`config.mk`:
```
export PLATFORM = sky130hd
export DESIGN_NAME = robot_fsm_sequencer
export DESIGN_NICKNAME = d
export VERILOG_FILES = /design/src/rtl/robot_fsm_sequencer_pkg.sv /design/src/rtl/robot_fsm_sequencer_dwell_timer.sv /design/src/rtl/robot_fsm_sequencer.sv
export SDC_FILE = /design/constraint.sdc
export NUM_CORES = 1
export LEC_CHECK = 0
export CAP_MARGIN = 20
export CORE_AREA = 2 2 51 53
export CTS_BUF_LIST = sky130_fd_sc_hd__clkbuf_16
export DETAILED_ROUTE_END_ITERATION = 7
export DIE_AREA = 0 0 53 55
export DONT_BUFFER_PORTS = 1
export PLACE_DENSITY = 0.74
export SETUP_SLACK_MARGIN = 0.2
export SLEW_MARGIN = 5
export SYNTH_ARGS = -nofsm -noshare
export SYNTH_HDL_FRONTEND = slang
export SYNTH_SLANG_ARGS = --single-unit
```
`constraint.sdc`:
```
create_clock -name clk -period 2.8 [get_ports clk]
set_input_delay 0.56 -clock clk [delete_from_list [all_inputs] [get_ports clk]]
set_output_delay 0.56 -clock clk [all_outputs]
set_load 0.05 [all_outputs]
```
`src/rtl/robot_fsm_sequencer_pkg.sv`:
```
// Shared state encodings for the robot motion sequencer and the motor output decoder.
// Also holds a helper that identifies the states governed by the dwell timer.
package robot_fsm_sequencer_pkg;

    typedef enum logic [2:0] {
        ST_IDLE     = 3'd0,
        ST_FORWARD  = 3'd1,
        ST_BACKWARD = 3'd2,
        ST_LEFT     = 3'd3,
        ST_RIGHT    = 3'd4,
        ST_STOP     = 3'd5,
        ST_ERROR    = 3'd6,
        ST_RECOVER  = 3'd7
    } state_e;

    localparam logic [7:0] OBSTACLE_MAX = 8'hFF;

    function automatic logic is_timed(input state_e s);
        logic w_timed;
        case (s)
            ST_BACKWARD, ST_LEFT, ST_RIGHT, ST_RECOVER: w_timed = 1'b1;
            default:                                    w_timed = 1'b0;
        endcase
        return w_timed;
    endfunction

    function automatic logic is_moving(input state_e s);
        logic w_moving;
        case (s)
            ST_FORWARD, ST_BACKWARD, ST_LEFT, ST_RIGHT, ST_RECOVER: w_moving = 1'b1;
            default:                                                w_moving = 1'b0;
        endcase
        return w_moving;
    endfunction

endpackage

```
`src/rtl/robot_fsm_sequencer_dwell_timer.sv`:
```
// Dwell down-counter: loaded with N-1 on entry to a timed state, done when it reaches zero.
module robot_dwell_timer (
    input  logic       clk,
    input  logic       rst,
    input  logic       load,
    input  logic [7:0] load_value,
    input  logic       enable,
    output logic       done
);

    logic [7:0] r_count;

    // Counter register: a load wins over counting down; the count rests at zero.
    always_ff @(posedge clk or posedge rst) begin
        if (rst) begin
            r_count <= 8'd0;
        end else if (load) begin
            r_count <= load_value;
        end else if (enable && (r_count != 8'd0)) begin
            r_count <= r_count - 8'd1;
        end else begin
            r_count <= r_count;
        end
    end

    assign done = (r_count == 8'd0);

endmodule

```
`src/rtl/robot_fsm_sequencer.sv`:
```
// Robot motion sequencer: forward/avoid/turn/stop/error/recover state machine with
// timed dwells, a sticky error flag and a saturating front-obstacle counter.
module robot_fsm_sequencer
    import robot_fsm_sequencer_pkg::*;
#(
    parameter int BACK_CYCLES    = 4,
    parameter int TURN_CYCLES    = 8,
    parameter int RECOVER_CYCLES = 16
) (
    input  logic       clk,
    input  logic       rst,
    input  logic       start,
    input  logic       stop_cmd,
    input  logic       obstacle_front,
    input  logic       obstacle_left,
    input  logic       obstacle_right,
    input  logic       fault,
    input  logic       clear_fault,
    output logic [2:0] state,
    output logic       error_flag,
    output logic [7:0] obstacle_count
);

    localparam logic [7:0] BACK_LOAD    = 8'(BACK_CYCLES - 1);
    localparam logic [7:0] TURN_LOAD    = 8'(TURN_CYCLES - 1);
    localparam logic [7:0] RECOVER_LOAD = 8'(RECOVER_CYCLES - 1);

    state_e     r_state;
    state_e     w_next;
    logic       r_error_flag;
    logic [7:0] r_obstacle_count;
    logic       w_done;
    logic       w_load;
    logic [7:0] w_load_value;
    logic       w_enable;
    logic       w_inc_obstacle;
    logic       w_set_error;
    logic       w_clr_error;

    robot_dwell_timer u_dwell (
        .clk        (clk),
        .rst        (rst),
        .load       (w_load),
        .load_value (w_load_value),
        .enable     (w_enable),
        .done       (w_done)
    );

    // State and status registers.
    always_ff @(posedge clk or posedge rst) begin
        if (rst) begin
            r_state          <= ST_IDLE;
            r_error_flag     <= 1'b0;
            r_obstacle_count <= 8'd0;
        end else begin
            r_state <= w_next;
            if (w_set_error) begin
                r_error_flag <= 1'b1;
            end else if (w_clr_error) begin
                r_error_flag <= 1'b0;
            end else begin
                r_error_flag <= r_error_flag;
            end
            if (w_inc_obstacle && (r_obstacle_count != OBSTACLE_MAX)) begin
                r_obstacle_count <= r_obstacle_count + 8'd1;
            end else begin
                r_obstacle_count <= r_obstacle_count;
            end
        end
    end

    // Next-state logic: fault outranks stop_cmd, which outranks the per-state rule.
    always_comb begin
        w_next = r_state;
        if (fault && (r_state != ST_ERROR)) begin
            w_next = ST_ERROR;
        end else if (stop_cmd && is_moving(r_state)) begin
            w_next = ST_STOP;
        end else begin
            case (r_state)
                ST_IDLE:     w_next = start ? ST_FORWARD : ST_IDLE;
                ST_FORWARD:  w_next = obstacle_front ? ST_BACKWARD : ST_FORWARD;
                ST_BACKWARD: begin
                    if (!w_done) begin
                        w_next = ST_BACKWARD;
                    end else if (!obstacle_left) begin
                        w_next = ST_LEFT;
                    end else if (!obstacle_right) begin
                        w_next = ST_RIGHT;
                    end else begin
                        w_next = ST_STOP;
                    end
                end
                ST_LEFT:     w_next = w_done ? ST_FORWARD : ST_LEFT;
                ST_RIGHT:    w_next = w_done ? ST_FORWARD : ST_RIGHT;
                ST_STOP:     w_next = (start && !stop_cmd) ? ST_FORWARD : ST_STOP;
                ST_ERROR:    w_next = (clear_fault && !fault) ? ST_RECOVER : ST_ERROR;
                ST_RECOVER:  w_next = w_done ? ST_IDLE : ST_RECOVER;
                default:     w_next = r_state;
            endcase
        end
    end

    // Control strobes derived from the current/next state pair.
    always_comb begin
        w_enable       = is_timed(r_state);
        w_load         = is_timed(w_next) && (w_next != r_state);
        w_inc_obstacle = (r_state == ST_FORWARD) && (w_next == ST_BACKWARD);
        w_set_error    = (w_next == ST_ERROR) && (r_state != ST_ERROR);
        w_clr_error    = (r_state == ST_RECOVER) && (w_next == ST_IDLE);
        case (w_next)
            ST_BACKWARD:       w_load_value = BACK_LOAD;
            ST_LEFT, ST_RIGHT: w_load_value = TURN_LOAD;
            ST_RECOVER:        w_load_value = RECOVER_LOAD;
            default:           w_load_value = 8'd0;
        endcase
    end

    assign state          = r_state;
    assign error_flag     = r_error_flag;
    assign obstacle_count = r_obstacle_count;

endmodule
```
# --- Word level (Yosys, flattened, before mapping) ---
# Cells that the tools add are included.
totals:
  register_bits: 20
  input_bits: 9
  out_inout_bits: 12
  elab_cells: 65
classes:
  addsub: 2
  eq_ne: 15
  n_mux: 22
  reduce_logical: 22
op_table:
  columns: ["op", "n"]
  rows:
  - ["3-bit one-hot mux with 8 select lines", 1]
  - ["3-bit == test, second input constant", 7]
  - ["3-bit 2-to-1 mux", 7]
  - ["8-bit 2-to-1 mux", 2]
  - ["3-bit by 2-bit == test with 1-bit output, second input constant", 4]
  - ["4-bit one-hot mux with 3 select lines", 1]
  - ["1-bit logical AND", 10]
  - ["1-bit 2-to-1 mux", 9]
  - ["8-bit by 1-bit adder with 8-bit output, second input constant", 1]
  - ["8-bit logical NOT", 1]
  - ["8-bit inequality test, second input constant", 1]
  - ["8-bit nonzero test", 1]
  - ["4-bit OR reduction", 2]
  - ["8-bit by 1-bit subtractor with 8-bit output, second input constant", 1]
  - ["3-bit logical NOT", 2]
  - ["5-bit OR reduction", 1]
  - ["2-bit 2-to-1 mux", 2]
  - ["2-bit nonzero test", 2]
  - ["3-bit by 1-bit == test with 1-bit output, second input constant", 1]
  - ["3-bit inequality test", 1]
  - ["3-bit inequality test, second input constant", 1]
  - ["1-bit logical NOT", 2]
  - ["2-bit OR reduction", 1]

# --- Depth between registers and ports, before layout ---
logic_depth:
  depth_word: 12
  ltp_mapped: 10
  mapped_depth_nobuf: 10

# --- Hierarchy ---
# A second synthesis with hierarchy kept.
hier_totals:
  hier_cells: 169
  area_unflattened_um2: 1491.4
modules_own_cells:
  columns: ["mod", "n_inst", "cells_each", "area_per_inst_um2", "seq_area_each_um2"]
  rows:
  - ["robot_fsm_sequencer", 1, 116, 996.0, 300.3]
  - ["robot_dwell_timer", 1, 53, 495.5, 200.2]

# --- Worst setup path after synthesis ---
# Ideal clock, no wire load.
synth_timing:
  path_kind: "register to register"
  from: "reg r_state[0], in the netlist state[0]"
  to: "reg r_obstacle_count[1], in the netlist obstacle_count[1]"
  setup_ps: 127
  arrival_time_ps: 2590
  required_ps: 2673
  setup_slack_ps: 82
  path_stages_with_launch: 8
  n_path_buf: 0
  synth_period_minus_slack_ps: 2718
  cell_sequence: "dfrtp_1 > nand2b_1 > o21ai_0 > a2111oi_2 > o211ai_2 > nand2b_4 > a311oi_4 > mux2_1"
synth_between:
  elab_chain_cells: 10
  word_cells_on_any_way: 20
  cone_classes: "eq/ne (9); mux (5); reduce/logical (6)"
synth_rtl:
  columns: ["item", "line_no", "text"]
  rows:
  - ["start: declaration", "robot_fsm_sequencer.sv:28", "state_e r_state;"]
  - ["start signal: assignment", "robot_fsm_sequencer.sv:56", "r_state <= w_next;"]
  - ["3-bit by 1-bit == test with 1-bit output, or another cell as far along", "robot_fsm_sequencer_pkg.sv:29, robot_fsm_sequencer.sv:80", null]
  - ["5-bit OR reduction", "robot_fsm_sequencer_pkg.sv:29", "case (s)"]
  - ["1-bit 2-to-1 mux", "robot_fsm_sequencer_pkg.sv:29", null]
  - ["1-bit 2-to-1 mux", "robot_fsm_sequencer.sv:75", "if (fault && (r_state != ST_ERROR)) begin"]
  - ["1-bit logical AND", "robot_fsm_sequencer.sv:77", "end else if (stop_cmd && is_moving(r_state)) begin"]
  - ["3-bit 2-to-1 mux", "robot_fsm_sequencer.sv:77", null]
  - ["3-bit 2-to-1 mux (*)", "robot_fsm_sequencer.sv:75", null]
  - ["named net w_next[2]", "robot_fsm_sequencer.sv:29", "state_e w_next;"]
  - ["3-bit by 2-bit == test with 1-bit output (*)", "robot_fsm_sequencer.sv:108", "w_inc_obstacle = (r_state == ST_FORWARD) && (w_next == ST_BACKWARD);"]
  - ["1-bit logical AND (*)", "robot_fsm_sequencer.sv:108", null]
  - ["1-bit logical AND (*)", "robot_fsm_sequencer.sv:64", "if (w_inc_obstacle && (r_obstacle_count != OBSTACLE_MAX)) begin"]
  - ["end signal: assignment", "robot_fsm_sequencer.sv:65", "r_obstacle_count <= r_obstacle_count + 8'd1;"]
  - ["end signal: assignment", "robot_fsm_sequencer.sv:67", "r_obstacle_count <= r_obstacle_count;"]
  - ["end: declaration", "robot_fsm_sequencer.sv:31", "logic [7:0] r_obstacle_count;"]
# Mark *: on every way through the listed nets, which the timed path passes. The rest lies on a longest branch. The select of a mux whose other input is x is not followed.
# A chain may end at the register's enable or synchronous reset.

# --- Final worst setup path ---
layout_timing:
  from: "reg u_dwell.r_count[5]"
  to: "reg u_dwell.r_count[2]"
layout_between:
  elab_chain_cells: 10
  word_cells_on_any_way: 22
  cone_classes: "eq/ne (5); mux (10); reduce/logical (7)"
layout_rtl:
  columns: ["item", "line_no", "text"]
  rows:
  - ["start: declaration", "robot_fsm_sequencer_dwell_timer.sv:11", "logic [7:0] r_count;"]
  - ["start signal: assignment", "robot_fsm_sequencer_dwell_timer.sv:18", "r_count <= load_value;"]
  - ["start signal: assignment", "robot_fsm_sequencer_dwell_timer.sv:20", "r_count <= r_count - 8'd1;"]
  - ["start signal: assignment", "robot_fsm_sequencer_dwell_timer.sv:22", "r_count <= r_count;"]
  - ["8-bit logical NOT (*)", "robot_fsm_sequencer_dwell_timer.sv:26", "assign done = (r_count == 8'd0);"]
  - ["3-bit 2-to-1 mux (on tied branches)", "robot_fsm_sequencer.sv:98, robot_fsm_sequencer.sv:84, robot_fsm_sequencer.sv:95", null]
  - ["3-bit one-hot mux with 8 select lines (*)", "robot_fsm_sequencer.sv:80", "case (r_state)"]
  - ["3-bit 2-to-1 mux (*)", "robot_fsm_sequencer.sv:77", null]
  - ["3-bit 2-to-1 mux (*)", "robot_fsm_sequencer.sv:75", null]
  - ["named net w_next[2]", "robot_fsm_sequencer.sv:29", null]
  - ["3-bit by 2-bit == test with 1-bit output or 3-bit == test (tied branches)", "robot_fsm_sequencer_pkg.sv:20, robot_fsm_sequencer.sv:111", null]
  - ["4-bit OR reduction", "robot_fsm_sequencer_pkg.sv:20", "case (s)"]
  - ["1-bit 2-to-1 mux", "robot_fsm_sequencer_pkg.sv:20", null]
  - ["1-bit logical AND", "robot_fsm_sequencer.sv:107", "w_load = is_timed(w_next) && (w_next != r_state);"]
  - ["8-bit 2-to-1 mux or 2-bit nonzero test (tied branches)", null, null]
# Mark *: on every way through the listed nets, which the timed path passes. The rest lies on a longest branch.

==> qor.txt <==
Status - completed
Grt total ovfl - 0
Crit-path max cell delay - 450 ps
Average routed wire per standard cell - 17.8 um
Share of the synthesized area in the top cell type - 36.4%
DIE WIDTH - 53 um
Initial core utilization - 58.1%
Die Y-Extent - 55 um
Final #Nets - 178
Htree depth - 1
Critical Path Sink Type - register
CP dominant cell by count - buf_6
Syn Nets - 152
Final setup viols - 0
Relative max-transition margin - 50.0%
RR Startpoint - u_dwell.r_count[5]$_DFFE_PP0P_
Fin. max-slew vios - 0
Flip-flop and latch area - 508 um^2
Worst-path cell chain - nor4_4 > a21oi_2 > a2111oi_4 > o211ai_2 > buf_6 > xnor2_4 > a2bb2oi_4 > buf_6 > o311a_1
Syn Inst Count - 140
Drt pass-1 iters - 4
Critical path launch point type - register
Initial drt markers - 40
IO Count - 21
Final hold violation count - 0
Number of global-route vias before repair - 1092
Setup TNS - 0 ps
Inst Count DP - 172
Final cell count without fillers - 195
Hold_buf cts - 0
Core area - 0.00236 mm^2
CP max stage cell - a2111oi_4
Worst Hold Class - in2async
Slew @ Worst Pin - 750 ps
Fillers - 137
Crit-path max FO - 6
Post-Syn Area - 0.00137 mm^2
Number of synthesized flops with an enable pin - 0
Routed Antenna Nets - 0
Top-count cell post-synth - dfrtp_1
CTS root buf - clkbuf_16
Clock buffer depth - 2
Clock Latency Late Sink - 250 ps
CP Data Required Time - 2930 ps
Largest net degree at the start of global routing - 21
Static Leak - 0.775 nW
# clock sinks - 20
TritonCTS clock tree - done
Synth area leaders - dfrtp_1 (36%), xnor2_1 (5.7%), nand2b_1 (4.1%), xor2_1 (3.2%), nor4_4 (3.1%)
Ant diodes - 0
Final critical-path share of the clock period - 96.0%
Vias per Instance - 6.36
Clock slew at reported path FFs - 60 ps
TritonCTS buffer count - 3
Area of the die - 0.00292 mm^2
Min cycle time layout - 2690 ps
Final WL - 3.47 mm
Final setup margin - 113 ps
Fin Clk Skew - 2.73 ps
Power Dens Cells - 1380 mW/mm^2
Layout cells sized above 1 - 34.5%
Multi-input gate area - 940 um^2
RD Place Congestion - 0.824
Yosys cell types - 47
R2R setup slack - 110 ps
Port Buffers - 0
Register area share after synthesis - 36.4%
Worst Path Arrival - 2820 ps
Via count - 1241
Worst VDD drop - 917 uV
Worst reg2reg path endpoint - u_dwell.r_count[2]$_DFFE_PP0P_
Crit Path Class - reg2reg
Most common flop cell mapped by yosys - dfrtp_1
DRC viols - 0
Syn_area_per_cell - 9.81 um^2
Area delta synth->final - 31.1%
Unrepaired setup endpoints after global routing - true
Yosys reg bits - 20
Top cell type by total area after synthesis - dfrtp_1
Rows - 18
DP Worst Slack - 3.57 ps
Syn. warnings - 0
Dpl hpwl - 2.10 mm
Ys async rst share - 100%
Initial antenna violation count - 0
First-pass GRT wire length - 4.89 mm
Reg2Reg Depth - 9
Commonest cells in the netlist - dfrtp_1 (20), nor2_1 (11), nand2b_1 (9), xnor2_1 (9), nand2_1 (8)
Max-cap violations - 0
Total GRT Usage - 23.3%
Fmax achieved - 372 MHz
==> through the flow <==
stage	power [mW]	hold WS (ps)	cell area, um^2	util [%]
final	2.49	326	1800	76.1
after global routing	2.61	391	1800	76.1
after CTS	2.17	350	1660	70.3
after detailed placement	1.56	538	1440	60.8
after global placement	1.53	538	1440	60.8
after floorplan	1.35	511	1380	-
==> layout make-up <==
cell class,count,share of cell area [%]
Timing Repair Buffer,24,10.6
Multi-Input combinational cell,112,52.2
Clock buffer,3,4.17
Inverter,5,1.04
Tap cell,30,2.08
Sequential cell,20,28.2
Clock inverter,1,1.67
==> worst max-delay path, delay by kind of cell (launching register included) <==
| family | cells | cell delay [ps] |
|---|---|---|
| compound gates | 5 | 1320 |
| flops | 1 | 430 |
| simple gates | 1 | 380 |
| buf+inv | 2 | 310 |
| xor+xnor | 1 | 130 |
==> cell usage in the layout, fill, tap and decap left out, drive strengths merged, types with 3 or more instances in the layout <==
cell | synthesis | final
nand2 | 8 | 8
xor2 | 5 | 5
a21oi | 4 | 4
xnor2 | 9 | 9
nand2b | 10 | 10
nor2b | 6 | 6
dfrtp | 20 | 20
nand3 | 6 | 6
inv | 5 | 5
nor3 | 3 | 3
ha | 3 | 3
nand4 | 4 | 4
nor2 | 12 | 12
o22a | 3 | 3
clkbuf | 1 | 3
buf | 2 | 24
o21ai | 6 | 6
==> sequential cells by signal, indices dropped and copies added (netlist names) <==
| signal | cells |
|---|---|
| u_dwell.r_count | 8 |
| error_flag | 1 |
| state | 3 |
| obstacle_count | 8 |
==> power breakdown <==
group / leakage (nW) / internal [mW] / switching [mW] / total (mW)
Combinational: 0.475 / 0.766 / 0.814 / 1.58
Clock: 0.0511 / 0.284 / 0.107 / 0.390
Sequential: 0.249 / 0.373 / 0.143 / 0.515
==> worst max path at each step <==
stage	end	startpoint	cells past startpoint	slack [ps]
6_report	u_dwell.r_count[2]$_DFFE_PP0P_	u_dwell.r_count[5]$_DFFE_PP0P_	9	110
4_1_cts	u_dwell.r_count[3]$_DFFE_PP0P_	u_dwell.r_count[2]$_DFFE_PP0P_	9	230
5_1_grt	u_dwell.r_count[2]$_DFFE_PP0P_	u_dwell.r_count[5]$_DFFE_PP0P_	9	40
2_1_floorplan	obstacle_count[1]$_DFFE_PP0P_	state[2]$_DFF_PP0_	7	240
3_5_place_dp	obstacle_count[5]$_DFFE_PP0P_	u_dwell.r_count[0]$_DFFE_PP0P_	10	4
3_3_place_gp	obstacle_count[1]$_DFFE_PP0P_	u_dwell.r_count[0]$_DFFE_PP0P_	9	110
==> routing by layer <==
layer	track usage (%)	part of all wire, %
met5	0	0
met4	13.2	2.9
met3	5.11	6.2
met2	41.0	49
met1	26.2	42
==> cells by family (layout without fill, tap and decap cells) <==
group                    after synthesis  count (layout)  synth area share, %
AND/OR/NAND/NOR                       64              64                 29.1
AO/OA/AOI/OAI                         30              30                 19.6
XOR/XNOR                              14              14                 8.93
adder cells (fa/ha/maj)                3               3                 2.73
buffers and inverters                  8              33                 2.37
flip-flops                            20              20                 36.4
multiplexers                           1               1                0.820
==> repair_timing <==
| action | 4_1_cts | 5_1_grt |
|---|---|---|
| gates resized for setup | 9 | 15 |
| pin swaps | 7 | 11 |
| buffers inserted | 9 | 10 |
| setup endpoints to repair | 9 | 16 |
No activity file was read; power rests on OpenSTA's default activity.
